===== src/rtl/roulette_multimode_engine_if.sv =====
// Bet/result bundle between the switch/LFSR front end and the roulette engine.
interface roulette_multimode_engine_if #(
    parameter int NUM_W = 5,
    parameter int BAL_W = 8
);
    logic             spin;
    logic [1:0]       mode;
    logic [NUM_W-1:0] guess;
    logic [NUM_W-1:0] randnum;
    logic [BAL_W-1:0] balance;
    logic [1:0]       game_state;
    logic             result_valid;
    logic             last_win;
    logic             bad_bet;
    logic             win_led;
    logic             lose_led;

    modport master (
        output spin, mode, guess, randnum,
        input  balance, game_state, result_valid, last_win, bad_bet, win_led, lose_led
    );

    modport slave (
        input  spin, mode, guess, randnum,
        output balance, game_state, result_valid, last_win, bad_bet, win_led, lose_led
    );
endinterface


===== src/rtl/roulette_multimode_engine.sv =====
// Roulette betting engine: parity, high/low and exact-number bets with balance tracking.
// Exact-number bets (mode 10) are built only when ROULETTE_EXACT_BET_EN is defined.
module roulette_multimode_engine #(
    parameter int NUM_W     = 5,
    parameter int BAL_W     = 8,
    parameter int START_BAL = 10,
    parameter int WIN_BAL   = 20,
    parameter int PAY_EVEN  = 2,
    parameter int PAY_EXACT = 16,
    parameter int STAKE     = 1
) (
    input logic                     clk,
    input logic                     reset_n,
    roulette_multimode_engine_if.slave bus
);

    typedef enum logic [1:0] {
        IDLE = 2'b00,
        PLAY = 2'b01,
        LOST = 2'b10,
        WON  = 2'b11
    } state_t;

    localparam logic [BAL_W:0]   BAL_MAX     = {1'b0, {BAL_W{1'b1}}};
    localparam logic [BAL_W:0]   PAY_EVEN_W  = (BAL_W+1)'(PAY_EVEN);
    localparam logic [BAL_W:0]   PAY_EXACT_W = (BAL_W+1)'(PAY_EXACT);
    localparam logic [BAL_W:0]   STAKE_W     = (BAL_W+1)'(STAKE);
    localparam logic [BAL_W:0]   WIN_BAL_W   = (BAL_W+1)'(WIN_BAL);
    localparam logic [BAL_W-1:0] START_BAL_W = BAL_W'(START_BAL);

    state_t           state;
    state_t           play_next;
    logic [BAL_W-1:0] balance;
    logic             spin_q;
    logic             spin_edge;
    logic             last_win;
    logic             result_valid;
    logic             bad_bet;
    logic             win_led;
    logic             lose_led;
    logic             mode_ok;
    logic             bet_win;
    logic [BAL_W:0]   credit;
    logic [BAL_W:0]   bal_wide;
    logic [BAL_W:0]   sum_wide;
    logic [BAL_W:0]   new_bal_wide;

    assign spin_edge = bus.spin & ~spin_q;

    // Zero is the house number: it beats every parity and high/low bet.
    always_comb begin
        mode_ok = 1'b0;
        bet_win = 1'b0;
        case (bus.mode)
            2'b00: begin
                mode_ok = 1'b1;
                bet_win = (bus.randnum != '0) && (bus.randnum[0] == ~bus.guess[0]);
            end
            2'b01: begin
                mode_ok = 1'b1;
                bet_win = (bus.randnum != '0) && (bus.randnum[NUM_W-1] == bus.guess[0]);
            end
`ifdef ROULETTE_EXACT_BET_EN
            2'b10: begin
                mode_ok = 1'b1;
                bet_win = (bus.randnum == bus.guess);
            end
`endif
            default: begin
                mode_ok = 1'b0;
                bet_win = 1'b0;
            end
        endcase
    end

    // Saturating balance arithmetic one bit wider than the register.
    always_comb begin
        credit   = (bus.mode == 2'b10) ? PAY_EXACT_W : PAY_EVEN_W;
        bal_wide = {1'b0, balance};
        sum_wide = bal_wide + credit;
        if (bet_win)
            new_bal_wide = (sum_wide > BAL_MAX) ? BAL_MAX : sum_wide;
        else
            new_bal_wide = (bal_wide < STAKE_W) ? '0 : (bal_wide - STAKE_W);
        if (new_bal_wide >= WIN_BAL_W)
            play_next = WON;
        else if (new_bal_wide == '0)
            play_next = LOST;
        else
            play_next = PLAY;
    end

    // spin_q resets high so a key held through reset does not count as a press.
    always_ff @(posedge clk) begin
        if (!reset_n) begin
            state        <= IDLE;
            balance      <= START_BAL_W;
            spin_q       <= 1'b1;
            last_win     <= 1'b0;
            result_valid <= 1'b0;
            bad_bet      <= 1'b0;
            win_led      <= 1'b0;
            lose_led     <= 1'b0;
        end else begin
            spin_q       <= bus.spin;
            result_valid <= 1'b0;
            bad_bet      <= 1'b0;
            if (spin_edge) begin
                case (state)
                    IDLE: begin
                        balance <= START_BAL_W;
                        state   <= PLAY;
                    end
                    PLAY: begin
                        if (mode_ok) begin
                            balance      <= new_bal_wide[BAL_W-1:0];
                            last_win     <= bet_win;
                            result_valid <= 1'b1;
                            state        <= play_next;
                            win_led      <= (play_next == WON);
                            lose_led     <= (play_next == LOST);
                        end else begin
                            bad_bet <= 1'b1;
                        end
                    end
                    default: begin
                        state    <= IDLE;
                        win_led  <= 1'b0;
                        lose_led <= 1'b0;
                    end
                endcase
            end
        end
    end

    assign bus.balance      = balance;
    assign bus.game_state   = state;
    assign bus.result_valid = result_valid;
    assign bus.last_win     = last_win;
    assign bus.bad_bet      = bad_bet;
    assign bus.win_led      = win_led;
    assign bus.lose_led     = lose_led;

endmodule


===== src/flat_wrapper.sv =====
// flat-port wrapper written by rule: the top's interface ports become plain ports
module roulette_multimode_engine_flat 
#(
    parameter int NUM_W     = 5,
    parameter int BAL_W     = 8,
    parameter int START_BAL = 10,
    parameter int WIN_BAL   = 20,
    parameter int PAY_EVEN  = 2,
    parameter int PAY_EXACT = 16,
    parameter int STAKE     = 1
)
  (clk, reset_n, bus_spin, bus_mode, bus_guess, bus_randnum, bus_balance, bus_game_state, bus_result_valid, bus_last_win, bus_bad_bet, bus_win_led, bus_lose_led);
  roulette_multimode_engine_if #(.NUM_W(NUM_W), .BAL_W(BAL_W)) bus_i ();
  input logic clk;
  input logic reset_n;
  input wire logic [$bits(bus_i.spin)-1:0] bus_spin;
  input wire logic [$bits(bus_i.mode)-1:0] bus_mode;
  input wire logic [$bits(bus_i.guess)-1:0] bus_guess;
  input wire logic [$bits(bus_i.randnum)-1:0] bus_randnum;
  output wire logic [$bits(bus_i.balance)-1:0] bus_balance;
  output wire logic [$bits(bus_i.game_state)-1:0] bus_game_state;
  output wire logic [$bits(bus_i.result_valid)-1:0] bus_result_valid;
  output wire logic [$bits(bus_i.last_win)-1:0] bus_last_win;
  output wire logic [$bits(bus_i.bad_bet)-1:0] bus_bad_bet;
  output wire logic [$bits(bus_i.win_led)-1:0] bus_win_led;
  output wire logic [$bits(bus_i.lose_led)-1:0] bus_lose_led;
  assign bus_i.spin = bus_spin;
  assign bus_i.mode = bus_mode;
  assign bus_i.guess = bus_guess;
  assign bus_i.randnum = bus_randnum;
  assign bus_balance = bus_i.balance;
  assign bus_game_state = bus_i.game_state;
  assign bus_result_valid = bus_i.result_valid;
  assign bus_last_win = bus_i.last_win;
  assign bus_bad_bet = bus_i.bad_bet;
  assign bus_win_led = bus_i.win_led;
  assign bus_lose_led = bus_i.lose_led;
  roulette_multimode_engine #(.NUM_W(NUM_W), .BAL_W(BAL_W), .START_BAL(START_BAL), .WIN_BAL(WIN_BAL), .PAY_EVEN(PAY_EVEN), .PAY_EXACT(PAY_EXACT), .STAKE(STAKE)) u_core (.clk(clk), .reset_n(reset_n), .bus(bus_i));
endmodule

===== config.mk =====
export PLATFORM = sky130hd
export DESIGN_NAME = roulette_multimode_engine_flat
export DESIGN_NICKNAME = d
export VERILOG_FILES = /design/src/rtl/roulette_multimode_engine_if.sv /design/src/rtl/roulette_multimode_engine.sv /design/src/flat_wrapper.sv
export SDC_FILE = /design/constraint.sdc
export NUM_CORES = 1
export LEC_CHECK = 0
export ABC_AREA = 1
export CAP_MARGIN = 20
export CORE_MARGIN = 2
export CORE_UTILIZATION = 30
export DETAILED_ROUTE_END_ITERATION = 16
export PLACE_DENSITY = 0.51
export SLEW_MARGIN = 10
export SYNTH_ARGS = -nofsm -noshare
export SYNTH_HDL_FRONTEND = slang
export SYNTH_SLANG_ARGS = --single-unit

===== constraint.sdc =====
create_clock -name clk -period 2.55 [get_ports clk]
set_clock_uncertainty 0.05 [all_clocks]
set_input_delay 0.255 -clock clk [delete_from_list [all_inputs] [get_ports clk]]
set_output_delay 0.255 -clock clk [all_outputs]
set_load 0.005 [all_outputs]

# Yosys cells after proc, flatten, opt, wreduce, memory -nomap -nowiden

Cells that the tools add are included.

Output and inout port bits: 15
Flip-flop bits (word level): 16
Logic and storage cells: 56

Order comparisons: 3
Muxes and demuxes: 18
Equality and inequality tests: 8
Reduce and logical (&&, ||, !) cells: 13
Bitwise operators: 4
Add/sub/neg operators: 2

Operators with widths:

| operator            | count |
|---|---|
| $mux 9              | 3 |
| $pmux 8 s2          | 1 |
| $reduce_and 3->1    | 4 |
| $add 8x9->9         | 1 |
| $ge 9x5->1 const B  | 1 |
| $gt 9x8->1 const B  | 1 |
| $logic_not 9->1     | 1 |
| $sub 8x1->9 const B | 1 |
| $lt 8x1->1 const B  | 1 |
| $mux 8              | 1 |
| $eq 2x2->1 const B  | 3 |
| $mux 2              | 3 |
| $pmux 1 s2          | 3 |
| $mux 1              | 5 |
| $mux 5              | 1 |
| $reduce_bool 5->1   | 1 |
| $eq 2x1->1 const B  | 2 |
| $logic_not 2->1     | 2 |
| $pmux 2 s2          | 1 |
| $not 1->1           | 3 |
| $eq 1x1->1          | 2 |
| $logic_and 1x1->1   | 2 |
| $ne 2x1->1 const B  | 1 |
| $reduce_and 2->1    | 1 |
| other kinds (3)     | 3 |

# Depth between registers and ports, before layout

Depth after elaboration: 12
Depth in mapped cells: 20

# Worst setup path before layout

No wires, ideal clock.

Path type: input to register
From: input port bus_mode[1]
To: register u_core.state[1], in the netlist u_core.bus.game_state[1]
Arrival time: 1.745 ns
Setup slack: 0.646 ns
Stages on the path: 19
Path buffers: 0
Required time: 2.391 ns
Setup time: 0.109 ns
Cell sequence: inv_2 -> nor2_1 -> inv_1 -> ha_1 -> ha_1 -> nand3_1 -> nand2_1 -> nand2_1 -> nand2_1 -> nor2_1 -> nand2_1 -> nand2_2 -> nand3_1 -> nor2_1 -> nand2_1 -> nand2_1 -> nand3_1 -> nand2_1 -> inv_1

Cells in the longest elaborated chain, start to end: 11
Elaborated cells between the ends (all ways): 19
Classes of those cells: add/sub: 1; order compare: 2; eq/ne: 3; mux: 9; reduce/logical: 4

RTL lines:

| what                                                 | RTL line                         | text |
|---|---|---|
| from (decl)                                          | flat_wrapper.sv:17               | `input wire logic [$bits(bus_i.mode)-1:0] bus_mode;` |
| branches (longest 11 deep; another with $add 8x9->9) | -                                |  |
| to (signal assigned)                                 | roulette_multimode_engine.sv:119 | `state <= play_next;` |
| to (decl)                                            | roulette_multimode_engine.sv:31  | `state_t state;` |

Several ways; the timed one is not identified. The select of a mux whose other input is x is not followed.
A chain may end at the register's enable or synchronous reset.

# Final worst setup path

Ends and elaborated chain as after synthesis.

==> metrics.txt <==
wire per inst=11.1 microns; cells on worst reg2reg path=15; antenna cells=0; HPWL after detailed placement=2.87 mm; vias in the first global route=1,336; register area share after synthesis=23.5%; total track usage=14.4%; WP data arrival=2.46 ns; detailed-route DRC error count=0; clk sink count=16; FP Rows=24; total negative slack=0 ns; largest net degree at the start of global routing=12; RSZ-0062 raised after global routing=no; pre-CTS WS=-0.171 ns; Die X=71.4 microns; max cap viols=0; Setup crit start kind=primary input; via count=1,450; Die Height=71.4 microns; Worst-Margin Slew=0.439 ns; Layout Nets=281; grt ovf=0; reg-to-reg endpoint=u_core.bus.game_state[1]$_SDFFE_PN0P_; endpoints failing hold=0; initial antenna violation count=0; Final Critical Period=2.31 ns; relative slew slack=70.7%; drt initial violations=37; Synth Instances=219; VDD IR max=0.273 mV; Root Driver=clkbuf_8; FF-to-FF Start=u_core.bus.balance[1]$_SDFFE_PN1P_; Routed Antenna Nets=0; Max Used Layer=met4; Yosys reg bits=16; worst setup margin=0.235 ns; Slew Limit Fails=0; WS Path Type=in2reg; Crit. End Element=register; Worst-path clk slew=0.06 ns; Leak=0.000872 uW; DR vias/cell=4.65; Port Buf Inserts=25; Hold EP=u_core.bus.win_led$_SDFFE_PN0P_; Final Cycle Share=90.8%; clock buffer depth=2; Mapped Nets=238; Worst Path Required=2.70 ns; synthesis-to-layout area growth=34.6%; layout filler cell count=499; # setup viols final=0; io pins=30; fmax=0.432 GHz; Reg2Reg Setup Slack=0.48 ns; area of the die=5100 sq um; worst skew pair latency=0.25 ns; status=complete, no violations; global-route wire length before repair=5.82 mm; Hold-fix buffers, CTS=0; CTS Buf Count=3; Core ar.=4350 sq um; wire length on met3=133 microns; initial core utilization=31.3%; met2 routed WL=1.60 mm; Min-Delay Path Depth=2; min-delay worst type=reg2reg; pwr/cell area=298 nW/um^2; CP Max Fanout=3; Unique masters post-synth=26; M1 WL=1.69 mm; Post-CTS Setup Repair Bufs=0; syn_area_per_cell=6.23 sq um; share of cells above drive strength 1=24.6%; CTS H-tree depth=1; CTS resizes=0; worst hold start=u_core.bus.win_led$_SDFFE_PN0P_; Synth warnings=0; Post-Route WL=3.46 mm; routability congestion estimate=0.772; Initial DRT Pass Iterations=4; Post-Syn Area=1360 sq um; Hold WS=0.419 ns; CTS tree=yes
-- report_power, final --
part	switching, uW	leakage [uW]	internal, uW
logic	59.4	0.000721	47.4
registers	2.06	0.000129	253
clock network	80.1	0.0000216	105
-- kinds of logic after synthesis --
family / Yosys count / share of synthesized area, %
buffers and inverters: 41 / 13.7
DFF: 16 / 23.5
adders and majority gates: 4 / 3.67
AOI/OAI and AO/OA: 21 / 10.2
xor gates and xnor gates: 2 / 1.28
and+or+nand+nor: 135 / 47.7
-- cells in the mapped netlist (all sizes together) --
master,instances,area share [%]
a21oi,6,2.5
a32o,3,2.2
buf,3,2.5
clkbuf,1,1.0
dfxtp,16,23
ha,4,3.7
inv,37,10
nand2,77,24
nand3,21,9.2
nand4,3,1.4
nor2,32,12
nor3,2,0.73
o211ai,1,0.55
o21ai,7,2.6
o22ai,1,0.46
o32ai,3,1.9
xnor2,1,0.64
xor2,1,0.64
-- metal layers --
layer  GRT usage [%]  vias to the layer above
li1                -                      772
met1            19.3                      643
met2            24.0                       30
met3            2.11                        5
met4            4.19                        0
met5               0                        -
-- stage by stage --
step	cells	instance area [sq um]	utilization (%)	total power, uW
detailed placement	309	1760	40.4	364
CTS	312	1800	41.4	551
finish	312	1840	42.2	546
floorplan	219	1360	-	321
global route	312	1840	42.2	575
global placement	309	1760	40.4	364
-- state kept, by name (all words and copies together), names as in the netlist --
signal	cells
u_core.bus.lose_led	1
u_core.spin_q	1
u_core.bus.result_valid	1
u_core.bus.game_state	2
u_core.bus.last_win	1
u_core.bus.win_led	1
u_core.bus.bad_bet	1
u_core.bus.balance	8
-- worst max-delay path, cell delays in order --
cell and delay, ns:
clkdlybuf4s50_1 0.44, inv_2 0.08, nor2_2 0.04, buf_4 0.14
ha_4 0.28, nand2_2 0.05, buf_4 0.15, o21ai_1 0.14
nand3_1 0.10, nand3_2 0.12, nand2_1 0.08, nor2_2 0.14
nand3_2 0.10, nor2_4 0.13, nand2_1 0.05, nand3_1 0.07
nand2_1 0.05, inv_1 0.05
-- layout by cell type, fill, tap and decap left out, types with 2 or more instances in the layout --
| master | instances |
|---|---|
| clkdlybuf4s50_1 | 25 |
| o21ai_0 | 5 |
| nand2_1 | 63 |
| nand2_2 | 12 |
| nor2_4 | 4 |
| nand3_2 | 6 |
| nand2_4 | 2 |
| nand3_1 | 15 |
| buf_4 | 17 |
| a32o_1 | 3 |
| ha_1 | 3 |
| inv_2 | 8 |
| o32ai_1 | 3 |
| a21oi_1 | 5 |
| clkbuf_8 | 3 |
| nor2_2 | 10 |
| inv_1 | 29 |
| nand4_1 | 3 |
| o21ai_1 | 2 |
| dfxtp_1 | 16 |
| nor2_1 | 18 |
| nor3_1 | 2 |
-- worst max-delay path by stage --
stage / from / to / slack, ns / cells after the start
after floorplan: bus_mode[1] / u_core.bus.game_state[1]$_SDFFE_PN0P_ / 0.65 / 19
after global placement: bus_mode[1] / u_core.bus.game_state[1]$_SDFFE_PN0P_ / -0.15 / 20
after detailed placement: bus_mode[1] / u_core.bus.game_state[1]$_SDFFE_PN0P_ / -0.17 / 20
after CTS: bus_mode[1] / u_core.bus.game_state[1]$_SDFFE_PN0P_ / 0.09 / 20
after global routing: bus_mode[1] / u_core.bus.lose_led$_SDFFE_PN0P_ / 0.01 / 19
final: bus_mode[1] / u_core.bus.game_state[1]$_SDFFE_PN0P_ / 0.24 / 18
-- area by class of cell --
type                            count  area, sq um  area share [%]
Multi-Input combinational cell    162          892            48.6
Clock buffer                        3         41.3            2.25
Sequential cell                    16          320            17.5
Inverter                           37          139            7.57
Tap cell                           52         65.1            3.54
Timing Repair Buffer               42          378            20.6
Power figures use the tool's default switching activity.
